--- src/rtl/servcle_ring_ctrl.sv ---
// servcle_ring_ctrl
//   Head/tail controller of the servcle token ring. It is the only token
//   source: it injects the token, takes it back from the last entry, and
//   re-injects it only while the sink FIFO can absorb a worst-case burst.
//   Ring data is collected into a first-word-fall-through FIFO that drains
//   through a valid/ready stream. A watchdog regenerates a lost token.
//
// Ports
//   i_clk, i_rst   clock, synchronous active-high reset
//   i_en           allow token (re)injection
//   i_data/i_valid ring data from the last entry
//   i_token        token returning from the last entry
//   o_token        token to the first entry, one-cycle pulse
//   o_data/o_valid stream output (FIFO head / FIFO not empty)
//   i_ready        stream ready
//   o_overflow     sticky: ring word dropped because the FIFO was full
//   o_err          sticky: token received while not circulating
//   o_lost_cnt     watchdog regenerations (wraps)
//   o_rounds       completed token rounds (wraps)
module servcle_ring_ctrl #(
    parameter int DW        = 8,
    parameter int DEPTH     = 16,
    parameter int MAX_BURST = 4,
    parameter int TIMEOUT   = 1024
) (
    input  logic          i_clk,
    input  logic          i_rst,
    input  logic          i_en,
    input  logic [DW-1:0] i_data,
    input  logic          i_valid,
    input  logic          i_token,
    output logic          o_token,
    output logic [DW-1:0] o_data,
    output logic          o_valid,
    input  logic          i_ready,
    output logic          o_overflow,
    output logic          o_err,
    output logic [7:0]    o_lost_cnt,
    output logic [15:0]   o_rounds
);

    localparam int AW = $clog2(DEPTH);
    localparam int WW = $clog2(TIMEOUT);

    typedef enum logic [1:0] {
        S_HOLD,
        S_INJECT,
        S_CIRC
    } state_t;

    state_t r_state, w_state_next;

    logic [DW-1:0] r_mem [DEPTH];
    logic [AW-1:0] r_wr_ptr, r_rd_ptr;
    logic [AW:0]   r_count, w_count_next;
    logic [WW-1:0] r_wd, w_wd_next;
    logic          r_overflow, r_err;
    logic [7:0]    r_lost_cnt;
    logic [15:0]   r_rounds;

    logic w_full, w_pop, w_push, w_room;
    logic w_round, w_lost, w_err;

    assign w_full  = (r_count == (AW+1)'(DEPTH));
    assign w_pop   = o_valid & i_ready;
    // A full FIFO still accepts a word when the head leaves in the same cycle.
    assign w_push  = i_valid & (~w_full | w_pop);

    // Room is judged on the occupancy after this cycle's push/pop.
    assign w_count_next = r_count + (AW+1)'(w_push) - (AW+1)'(w_pop);
    assign w_room       = ((AW+1)'(DEPTH) - w_count_next) >= (AW+1)'(MAX_BURST);

    assign o_valid    = (r_count != '0);
    assign o_data     = r_mem[r_rd_ptr];
    assign o_token    = (r_state == S_INJECT);
    assign o_overflow = r_overflow;
    assign o_err      = r_err;
    assign o_lost_cnt = r_lost_cnt;
    assign o_rounds   = r_rounds;

    always_ff @(posedge i_clk) begin
        if (i_rst) r_state <= S_HOLD;
        else       r_state <= w_state_next;
    end

    always_comb begin
        w_state_next = r_state;
        w_wd_next    = r_wd;
        w_round      = 1'b0;
        w_lost       = 1'b0;
        w_err        = 1'b0;
        case (r_state)
            S_HOLD: begin
                w_err = i_token;
                if (i_en && w_room) w_state_next = S_INJECT;
            end
            S_INJECT: begin
                w_err        = i_token;
                w_wd_next    = '0;
                w_state_next = S_CIRC;
            end
            S_CIRC: begin
                // A returning token beats a simultaneous watchdog expiry.
                if (i_token) begin
                    w_round      = 1'b1;
                    w_state_next = (i_en && w_room) ? S_INJECT : S_HOLD;
                end else if (i_valid) begin
                    w_wd_next = '0;
                end else if (r_wd == WW'(TIMEOUT - 1)) begin
                    w_lost       = 1'b1;
                    w_state_next = S_HOLD;
                end else begin
                    w_wd_next = r_wd + 1'b1;
                end
            end
            default: w_state_next = S_HOLD;
        endcase
    end

    always_ff @(posedge i_clk) begin
        if (i_rst) begin
            r_wr_ptr   <= '0;
            r_rd_ptr   <= '0;
            r_count    <= '0;
            r_wd       <= '0;
            r_overflow <= 1'b0;
            r_err      <= 1'b0;
            r_lost_cnt <= '0;
            r_rounds   <= '0;
        end else begin
            r_count <= w_count_next;
            r_wd    <= w_wd_next;
            if (w_push) r_wr_ptr <= r_wr_ptr + 1'b1;
            if (w_pop)  r_rd_ptr <= r_rd_ptr + 1'b1;
            if (i_valid && !w_push) r_overflow <= 1'b1;
            if (w_err)   r_err      <= 1'b1;
            if (w_lost)  r_lost_cnt <= r_lost_cnt + 1'b1;
            if (w_round) r_rounds   <= r_rounds + 1'b1;
        end
    end

    always_ff @(posedge i_clk) begin
        if (w_push) r_mem[r_wr_ptr] <= i_data;
    end

endmodule

--- config.mk ---
export PLATFORM = sky130hd
export DESIGN_NAME = servcle_ring_ctrl
export DESIGN_NICKNAME = d
export VERILOG_FILES = /design/src/rtl/servcle_ring_ctrl.sv
export SDC_FILE = /design/constraint.sdc
export NUM_CORES = 1
export LEC_CHECK = 0
export BUFFER_PORTS_ARGS = -buffer_cell sky130_fd_sc_hd__buf_4
export CORE_ASPECT_RATIO = 0.5
export CORE_MARGIN = 5
export CORE_UTILIZATION = 24
export CTS_CLUSTER_DIAMETER = 80
export CTS_CLUSTER_SIZE = 25
export DETAILED_ROUTE_END_ITERATION = 16
export SETUP_SLACK_MARGIN = 0.05
export SLEW_MARGIN = 10
export SYNTH_ARGS = -nofsm -noshare
export SYNTH_HDL_FRONTEND = slang
export SYNTH_SLANG_ARGS = --single-unit
export TNS_END_PERCENT = 30
--- constraint.sdc ---
create_clock -name i_clk -period 5.6 [get_ports i_clk]
set_input_delay 0.56 -clock i_clk [delete_from_list [all_inputs] [get_ports i_clk]]
set_output_delay 0.56 -clock i_clk [all_outputs]
set_load 0.01 [all_outputs]
Yosys cells after proc, flatten, opt, wreduce, memory -nomap -nowiden --
Memory sizes are Yosys's and may differ from the RTL's. A register that Yosys moved wholly into a read port is not among the register bits. Index checks and enable logic that the tools add are counted.
Operators by class: equal/unequal tests 9, $lt $le $gt $ge 1, muxes and demuxes 21, $add $sub $neg 8, bitwise operators 4, reduce and logical (&&, ||, !) cells 9
Operators by type and width (number):
- 10-bit 2-to-1 mux | 3
- 10-bit one-hot mux with 2 select lines | 1
- 16-bit by 1-bit adder with 16-bit output (second input constant) | 1
- 10-bit by 1-bit adder with 10-bit output (second input constant) | 1
- 10-bit equality test (second input constant) | 1
- 1-bit 2-to-1 mux | 10
- 3-bit != test (second input constant) | 3
- 4-bit by 1-bit adder with 4-bit output (second input constant) | 2
- 8-bit by 1-bit adder with 8-bit output (second input constant) | 1
- 2-bit 2-to-1 mux | 4
- 4-bit 2-to-1 mux | 2
- 2-bit one-hot mux with 3 select lines | 1
- 3-bit AND reduction | 2
- 5-bit by 1-bit adder with 5-bit output | 1
- 5-bit equality test (second input constant) | 1
- 5-bit by 3-bit greater-or-equal comparator with 1-bit output (second input constant) | 1
- 5-bit nonzero test | 1
- 5-bit by 1-bit subtractor with 5-bit output | 1
- 5-bit subtractor (first input constant) | 1
- 2-bit != test (second input constant) | 2
- 1-bit AND | 2
- 2-bit by 1-bit equality test with 1-bit output (second input constant) | 1
- 2-bit equality test (second input constant) | 1
- 1-bit logical AND | 2
- 6 further kinds | 6
Word-level totals: memory bits (writable) 128, memories kept 1, register bits 51, input port bits 14
Memory list:
- r_mem | words 16, bits a word 8, read ports 1, clocked after memory_dff 1, write ports 1, line 53 | logic [DW-1:0] r_mem [DEPTH];

Logic depth before layout (Yosys ltp) --
Gate-level depths: netlist of run 1.
depth in word-level cells 12, mapped depth 15, gate-level depth less buffers 15

Worst setup path after synthesis of run 1 --
OpenSTA, ideal clock, no wires.
kind register to register, start point reg r_count[2], end point reg r_state[0], period minus slack after synthesis 2700 ps, required time 5472 ps, setup time 128 ps, arrival time 2573 ps, path buffers 0, stages on the path, launching flop included 15, path slack 2900 ps, cell sequence dfxtp_1 -> inv_1 -> ha_1 -> nor3b_1 -> a31oi_1 -> nand2_1 -> nand2_1 -> ha_1 -> inv_1 -> fa_1 -> nand2b_1 -> a21oi_1 -> xnor2_1 -> o31ai_1 -> a31oi_1
Between the ends: word-level cells in the longest chain between the ends 12, elaborated cells on any way between the ends 16
Ends and longest elaborated chain:
- start, declared | line 55 | logic [AW:0] r_count, w_count_next;
- start signal, assigned | line 131 | r_count <= w_count_next;
- 5-bit nonzero test or 5-bit equality test (tied branches) | line 73, 64
- 1-bit AND or 1-bit inverter (tied branches) | line 65, 67
- 1-bit OR | line 67 | assign w_push = i_valid & (~w_full | w_pop);
- 1-bit AND | line 67
- 5-bit by 1-bit adder with 5-bit output | line 70 | assign w_count_next = r_count + (AW+1)'(w_push) - (AW+1)'(w_pop);
- 5-bit by 1-bit subtractor with 5-bit output * | line 70
- 5-bit subtractor * | line 71 | assign w_room = ((AW+1)'(DEPTH) - w_count_next) >= (AW+1)'(MAX_BURST);
- 5-bit by 3-bit greater-or-equal comparator with 1-bit output * | line 71
- 1-bit logical AND * | line 95, 106
- 1-bit 2-to-1 mux | line 106 | w_state_next = (i_en && w_room) ? S_INJECT : S_HOLD;
- 2-bit 2-to-1 mux | line 104 | if (i_token) begin
- 2-bit one-hot mux with 3 select lines | line 92 | case (r_state)
- end signal, assigned | line 83 | else r_state <= w_state_next;
- end, declared | line 51 | state_t r_state, w_state_next;
Mark *: on every way between the ends. The rest lies on a longest branch, timed or not. A chain may end at the register's enable or synchronous reset.

==> results by group, run 1 <==
Outcome
  – Status: completed

Global routing
  – Total GRT Usage: 9.36%
  – Largest net degree at the start of global routing: 44
  – Total gr overflow: 0
  – First-pass GRT wire length: 24900 µm
  – Initial antenna violation count: 0
  – Vias in the first global route: 4165

STA
  – Final period utilization: 60.5%
  – Final Setup Violations: 0
  – Setup TNS: 0 ps
  – Period minus WS final: 3390 ps
  – Final Slew Violations: 0
  – Final hold vios: 0
  – Clk_skew: 10.5 ps
  – RSZ-0062 raised after global routing: false
  – Min Hold Slack: 429 ps
  – Tightest Pin Transition: 1050 ps
  – FMAX: 295 MHz
  – Worst slew margin: 29.8%

Worst hold path
  – Hold Path Class: in2reg
  – WHS Path Cells: 1

Logic synthesis
  – Unique masters post-synth: 44
  – Synth Net Count: 517
  – Mapped Cells: 489
  – Sequential element share of the synthesized area: 66.6%
  – Mapped Area: 7430 µm²
  – Ys Warns: 0
  – Syn_area_per_cell: 15.2 µm²
  – Yosys reg bits: 183

Worst setup path
  – Critical path arrival: 2830 ps
  – Worst Path Required: 5040 ps
  – Critical path capture point type: output port
  – Worst-path fanout max: 17
  – Worst setup SP type: flip-flop
  – Setup crit end: o_data[3]
  – R2r setup slk: 2550 ps
  – Crit Path Category: reg2out
  – Reg2reg start: r_count[2]
  – FF-to-FF path depth: 14
  – Worst reg2reg path endpoint: r_state[0]

Run
  – Max cap viols: 0

Clocking
  – # Post-CTS Setup Buffers: 0
  – CTS resizes: 0
  – Root Driver: clkbuf_16
  – Clk pin slew, worst setup/hold paths: 80 ps
  – CTS Hold Bufs: 0
  – Cts bufs inserted: 17
  – Clock net sink count: 183
  – CTS tree: done
  – # H-tree levels: 4
  – Clk_lat worst skew: 440 ps
  – CTS max path bufs: 2

Power and ir drop
  – Worst IR Drop VDD: 0.000172 V
  – Comb power frac: 20.6%
  – Part of the power in registers: 44.8%
  – Leakage: 2.87 nW
  – Sw Ratio: 28.7%
  – Pwr/cell area: 399 nW/µm²
  – Switching Power: 1.02 mW
  – Clock share of power: 34.6%
  – Int Pwr: 2.52 mW

Floorplanning
  – I/O pin total: 50
  – Die footprint: 34800 µm²
  – DIE WIDTH: 259 µm
  – Chip height: 134 µm
  – Initial Utilization: 24.4%
  – Core Area: 30400 µm²
  – Placement Rows: 45

Routing
  – Wirelength per Cell: 16.6 µm
  – DRT Pass-1 Iters: 4
  – Final wirelength: 15900 µm
  – Detail Route Antenna Nets: 0
  – Via density: 4.31
  – Initial DRC count: 294
  – Via count: 4117
  – DRC: 0

Place
  – GP Congestion: 0.749
  – Hpwl dp: 10200 µm
  – Number of port buffers: 49

Final layout
  – Layout cells sized above 1: 24.1%
  – Nets: 571
  – Area delta synth->final: 19.3%
  – Ant. Diodes: 0
[critical path, stage by stage, from the launching register on]
cell,delay (ps)
dfxtp_2,720
buf_4,430
mux4_2,550
mux4_2,520
buf_4,170
[worst min-delay path by stage]
stage / from / endpoint / slack (ps)
after CTS: i_data[7] / r_mem[11][7] / 410
after detailed placement: o_err / o_err / 480
after floorplan: r_rd_ptr[3] / flip-flop / 460
after global placement: o_err / o_err / 470
final: i_data[3] / r_mem[0][3] / 430
after global routing: i_data[3] / r_mem[11][3] / 420
[through the flow]
stage	power [mW]	cell area (µm²)	cells	setup slack [ps]	util, %
global placement	2.34	8260	923	2590	27.2
CTS	3.59	8860	955	2100	29.2
global route	3.72	8860	955	2000	29.2
detailed placement	2.35	8260	923	2580	27.2
finish	3.54	8860	955	2210	29.2
floorplan	2.13	7430	489	2900	-
[kinds of logic (layout without fill, tap and decap cells)]
| logic type | count (synthesis) | count (layout) | share of synthesized area (%) |
|---|---|---|---|
| mux | 41 | 41 | 12.3 |
| flops | 183 | 183 | 66.6 |
| xor+xnor | 37 | 37 | 4.36 |
| simple gates | 147 | 147 | 9.68 |
| buf+inv | 35 | 102 | 1.84 |
| compound gates | 32 | 32 | 2.85 |
| fa+ha+maj | 14 | 14 | 2.46 |
[layout by cell type (no fill, tap or decap), types with 13 or more instances in the layout]
cell type	count
nor2_1	57
buf_4	55
mux4_2	40
clkbuf_16	17
edfxtp_1	128
xnor2_1	24
nand3_1	17
inv_1	15
dfxtp_1	54
nand2_1	26
ha_1	13
xor2_1	13
a21oi_1	16
[cell type report]
type | count | area [µm²]
multi-input combinational | 271 | 2350
clock buffer | 17 | 425
clock inverter | 15 | 176
timing repair buffer | 55 | 413
inverter | 15 | 56.3
sequential | 183 | 4950
tap | 399 | 499
fill | 3025 | 21500
[Yosys cell counts]
library cell / count / share of area (%)
o21ai_0: 4 / 0.27
nor3b_4: 1 / 0.25
a21oi_1: 16 / 1.1
nor2b_1: 4 / 0.34
dfxtp_1: 55 / 15
and3_1: 1 / 0.084
inv_1: 15 / 0.76
ha_1: 13 / 2.2
a2111oi_0: 1 / 0.12
nand4b_1: 1 / 0.12
xor2_1: 13 / 1.5
nand3_1: 17 / 1.1
nor3b_1: 3 / 0.30
o21a_1: 1 / 0.10
or4_4: 1 / 0.15
nor4_1: 5 / 0.42
a31o_2: 1 / 0.12
a21boi_0: 1 / 0.10
mux4_2: 40 / 12
fa_1: 1 / 0.27
nand3_2: 1 / 0.13
nand4_1: 7 / 0.59
clkbuf_1: 14 / 0.71
or4_1: 1 / 0.10
o31ai_1: 1 / 0.10
or3_1: 4 / 0.34
and3b_1: 1 / 0.12
nand2_1: 26 / 1.3
a41oi_1: 1 / 0.12
nand2b_1: 6 / 0.51
nor2_1: 57 / 2.9
xnor2_1: 24 / 2.8
nor3_1: 7 / 0.47
a21o_1: 2 / 0.20
a31oi_1: 2 / 0.17
edfxtp_1: 128 / 52
and4_1: 2 / 0.24
buf_2: 4 / 0.27
and2_1: 1 / 0.084
or3_2: 1 / 0.10
buf_1: 2 / 0.10
mux2i_1: 1 / 0.13
o41ai_4: 1 / 0.37
a211oi_1: 1 / 0.10
[power groups by stage]
stage,Clock [mW],Sequential [mW],Combinational [mW]
3_3_place_gp,0,1.62,0.722
3_5_place_dp,0,1.62,0.732
4_1_cts,1.26,1.59,0.739
2_1_floorplan,0,1.58,0.550
5_1_grt,1.32,1.60,0.802
6_report,1.22,1.59,0.728
[flip-flops by register name (all words and copies together), names as in the netlist, named ones only]
name,count
r_mem,128
o_rounds,16
r_wd,10
o_lost_cnt,8
r_count,5
r_rd_ptr,4
r_wr_ptr,4
r_state,2
o_err,1
o_overflow,1
[layer usage]
metal	vias to the layer above	track usage, %	wire, µm
met5	-	0	0
met4	0	2.65	172
met3	10	2.35	678
met2	62	14.9	7590
met1	2094	12.8	7420
li1	1951	-	-
(Power assumes the default switching activity.)
==> run 2: changes to the inputs <==
clock period = 2.8 ns   (was 5.6 ns; I/O delays follow)
==> results by group, run 2 (synthesis gave the netlist of run 1 again) <==
Outcome
  – Status: completed

Floorplanning
  – DIE WIDTH: 259 µm
  – I/O pin total: 50
  – Die footprint: 34800 µm²
  – Placement Rows: 45
  – Initial Utilization: 24.4%
  – Core Area: 30400 µm²
  – Chip height: 134 µm

Place
  – Placed cells: 938
  – Placed Area: 8400 µm²
  – GP Congestion: 0.743
  – Hpwl dp: 10100 µm
  – Number of port buffers: 49

Global routing
  – Total GRT Usage: 9.17%
  – Largest net degree at the start of global routing: 44
  – Total gr overflow: 0
  – Initial antenna violation count: 0
  – Vias in the first global route: 4302
  – First-pass GRT wire length: 24700 µm

Clocking
  – # H-tree levels: 4
  – # Post-CTS Setup Buffers: 0
  – CTS max path bufs: 2
  – Clk_lat worst skew: 430 ps
  – CTS tree: done
  – Clock net sink count: 183
  – Clk pin slew, worst setup/hold paths: 70 ps
  – Cts bufs inserted: 17
  – Root Driver: clkbuf_16
  – CTS Hold Bufs: 0

STA
  – RSZ-0062 raised after global routing: false
  – Tightest Pin Transition: 675 ps
  – Worst slew margin: 54.9%
  – Final period utilization: 92.2%
  – Setup TNS: 0 ps
  – Clk_skew: 8.67 ps
  – Period minus WS final: 2580 ps
  – Final Slew Violations: 0
  – Final Setup Violations: 0
  – Final hold vios: 0
  – Min Hold Slack: 163 ps
  – FMAX: 387 MHz

Worst setup path
  – Worst setup SP type: flip-flop
  – Critical path capture point type: output port
  – Crit Path Category: reg2out
  – Worst Path Required: 2520 ps
  – Worst-path fanout max: 32
  – Reg2reg start: r_count[2]
  – Critical path arrival: 2300 ps

Routing
  – DRC: 0
  – Via count: 4215
  – Detail Route Antenna Nets: 0
  – Via density: 4.35
  – Initial DRC count: 292
  – Final wirelength: 15500 µm
  – Wirelength per Cell: 16.0 µm
  – DRT Pass-1 Iters: 4

Final layout
  – Max FFs per register: 128
  – Ant. Diodes: 0
  – Utilization after layout: 29.7%
  – Area delta synth->final: 21.6%
  – Most common cell after layout, fill and taps aside: edfxtp_1
  – Layout cells sized above 1: 27.0%
  – Commonest cells after routing, fill and taps aside: 128 x edfxtp_1, 68 x buf_4, 57 x nor2_1
  – Nets: 586
  – Cell area after layout: 9030 µm²
  – Most flops, register: r_mem
  – Cell Count, Final, Fillers Out: 969
  – Fillers: 3031

Power and ir drop
  – Leakage: 2.97 nW
  – Pwr/cell area: 798 nW/µm²
  – Worst IR Drop VDD: 0.000434 V

Run
  – Max cap viols: 0

Worst hold path
  – Hold Path Class: in2reg
  – Hold_sp: i_data[6]
## run 2: final cells by class
class,count,area (µm²),share of cell area [%]
clock buffer,18,429,4.75
clock inverter,13,161,1.79
inverter,15,56.3,0.623
multi-input combinational,271,2390,26.5
sequential,183,4950,54.8
tap,399,499,5.53
timing repair buffer,70,551,6.10
## run 2: per-stage QoR
| step | power [mW] | worst slack, ps |
|---|---|---|
| CTS | 7.22 | 144 |
| global placement | 4.74 | 140 |
| detailed placement | 4.78 | 29.0 |
| floorplan | 4.25 | 99.5 |
| global route | 7.59 | 60.7 |
| finish | 7.21 | 218 |
## run 2: repair_timing
action	4_1_cts	5_1_grt
cloned	0	0
pin swaps	0	4
gates resized for setup	1	7
setup endpoints to repair	1	1
## run 2: per-layer routing
layer | vias up | wire [µm] | track usage, %
met2 | 55 | 7750 | 15.4
met1 | 2168 | 7100 | 12.0
met4 | 0 | 176 | 2.65
met3 | 12 | 437 | 2.05
li1 | 1980 | - | -
met5 | - | 0 | 0
## run 2: worst paths after layout
| path | slack [ps] | to | cells past startpoint |
|---|---|---|---|
| max reg2reg | 220 | r_state[0] | 15 |
| min reg2reg | 490 | o_err | 2 |
| min | 160 | r_mem[4][6] | 1 |
| max | 220 | o_data[1] | 4 |
## run 2: worst max-delay path: stages, from the launching register on
cell	delay, ps
dfxtp_2	340
buf_12	260
mux4_2	580
mux4_2	510
buf_4	160
## run 2: report_power, final
group | internal [mW] | switching, mW | total [mW]
logic | 0.839 | 0.821 | 1.66
registers | 3.02 | 0.112 | 3.13
clock network | 1.34 | 1.08 | 2.42
total | 5.20 | 2.01 | 7.21
==> run 3: changes to the inputs <==
RECOVER_POWER = 50   (was not set)
==> results by group, run 3 (synthesis gave the netlist of run 1 again) <==
Worst hold path
  – Hold Path Class: in2reg
  – WHS Path Cells: 3

STA
  – RSZ-0062 raised after global routing: false
  – Post-route setup slack: 219 ps
  – Final Slew Violations: 0
  – Clk_skew: 9.82 ps
  – Final period utilization: 92.2%
  – Tightest Pin Transition: 725 ps
  – FMAX: 387 MHz
  – Min Hold Slack: 171 ps
  – Setup TNS: 0 ps
  – Final Setup Violations: 0
  – Worst slew margin: 51.6%
  – Period minus WS final: 2580 ps
  – Final hold vios: 0

Routing
  – Wirelength per Cell: 16.0 µm
  – DRT Pass-1 Iters: 7
  – DRC: 0
  – Initial DRC count: 303
  – Final wirelength: 15500 µm
  – Via density: 4.33
  – Via count: 4200
  – Detail Route Antenna Nets: 0

Final layout
  – Commonest cells after routing, fill and taps aside: 128 x edfxtp_1, 57 x nor2_1, 54 x dfxtp_1
  – Nets: 586
  – Ant. Diodes: 0
  – Most flops, register: r_mem
  – Area delta synth->final: 19.7%
  – Layout cells sized above 1: 20.5%
  – Cell area after layout: 8890 µm²
  – Cell Count, Final, Fillers Out: 969
  – Fillers: 3067
  – Max FFs per register: 128
  – Most common cell after layout, fill and taps aside: edfxtp_1

Worst setup path
  – CP max stage cell: fa_2
  – Worst path max stage delay: 350 ps
  – CP top delay family: simple AND/OR/NAND/NOR gates
  – Worst Path Required: 3100 ps
  – Crit Path Category: reg2reg
  – Worst setup SP type: flip-flop
  – Bufs and invs on worst path: 2
  – Worst-path fanout max: 5
  – CP cell instances: inv_1, ha_1, nor3b_4, nand2b_1, nand2_1, nand2_1, nand2_1, ha_2, inv_1, fa_2, nand2b_4, a21oi_2, xnor2_2, o31ai_1, a31oi_1
  – Critical path arrival: 2880 ps
  – Critical path capture point type: flip-flop
  – Critical Path Stages: 15
  – FF-to-FF path depth: 15
  – Critical path's most frequent cell: nand2_1

Clocking
  – Clock net sink count: 183
  – Clk pin slew, worst setup/hold paths: 70 ps
  – CTS max path bufs: 2
  – Cts bufs inserted: 17
  – # Post-CTS Setup Buffers: 0
  – Clk_lat worst skew: 430 ps
  – # H-tree levels: 4
  – Root Driver: clkbuf_16
  – CTS tree: done

Global routing
  – Total gr overflow: 0
  – Largest net degree at the start of global routing: 44
  – First-pass GRT wire length: 24700 µm
  – Total GRT Usage: 9.17%
  – Initial antenna violation count: 0
  – Vias in the first global route: 4302

Floorplanning
  – Placement Rows: 45
  – Die footprint: 34800 µm²
  – I/O pin total: 50
  – Chip height: 134 µm
  – Core Area: 30400 µm²
  – DIE WIDTH: 259 µm
  – Initial Utilization: 24.4%

Power and ir drop
  – Leakage: 2.81 nW
  – Worst IR Drop VDD: 0.000434 V
  – Pwr/cell area: 809 nW/µm²

Place
  – Placed cells: 938
  – Number of port buffers: 49
  – GP Congestion: 0.743
  – Hpwl dp: 10100 µm
  – Placed Area: 8400 µm²
  – Pre-CTS WS: 29.0 ps

Run
  – Max cap viols: 0

Outcome
  – Status: completed
[run 3: cell types whose count changed in the layout (fill, tap and decap cells not counted)]
cell	delta
buf_4	-37
clkbuf_1	+37
[run 3: power by group]
group | switching (mW) | total, mW | internal, mW
clock | 1.08 | 2.42 | 1.34
combinational | 0.819 | 1.64 | 0.822
sequential | 0.112 | 3.13 | 3.02
[run 3: worst paths after layout]
path              start         end  slack [ps]
max          r_count[2]  r_state[0]         220
min reg2reg       o_err       o_err         480
max reg2reg  r_count[2]  r_state[0]         220
min             i_valid  o_overflow         170
[run 3: worst min-delay path, cell delays in order]
cell     delay (ps)
buf_4           100
a41oi_1         100
nor2_1           70
[run 3: final cells by class]
| cell class | instances | area (µm²) | share of cell area, % |
|---|---|---|---|
| sequential | 183 | 4950 | 55.6 |
| multi-input combinational | 271 | 2390 | 26.9 |
| tap | 399 | 499 | 5.61 |
| clock buffer | 18 | 429 | 4.83 |
| timing repair buffer | 70 | 412 | 4.63 |
| clock inverter | 13 | 161 | 1.81 |
| inverter | 15 | 56.3 | 0.633 |
[run 3: layer usage]
metal	share of wire, %	global-route usage, %	up-vias
li1	-	-	1975
met1	46	12.0	2147
met2	50	15.4	66
met3	3.2	2.05	12
met4	1.2	2.65	0
met5	0	0	-
[run 3: timing repair]
| item | CTS | global route |
|---|---|---|
| pin swaps | 0 | 4 |
| resized for setup | 1 | 7 |
| hold buffers | 0 | 0 |
| setup endpoints to repair | 1 | 1 |
| gates cloned | 0 | 0 |
[run 3: metrics by stage]
step | utilization [%] | power [mW]
5_1_grt | 29.3 | 7.58
3_3_place_gp | 27.6 | 4.74
4_1_cts | 29.6 | 7.22
6_report | 29.3 | 7.19
3_5_place_dp | 27.6 | 4.78
2_1_floorplan | - | 4.25
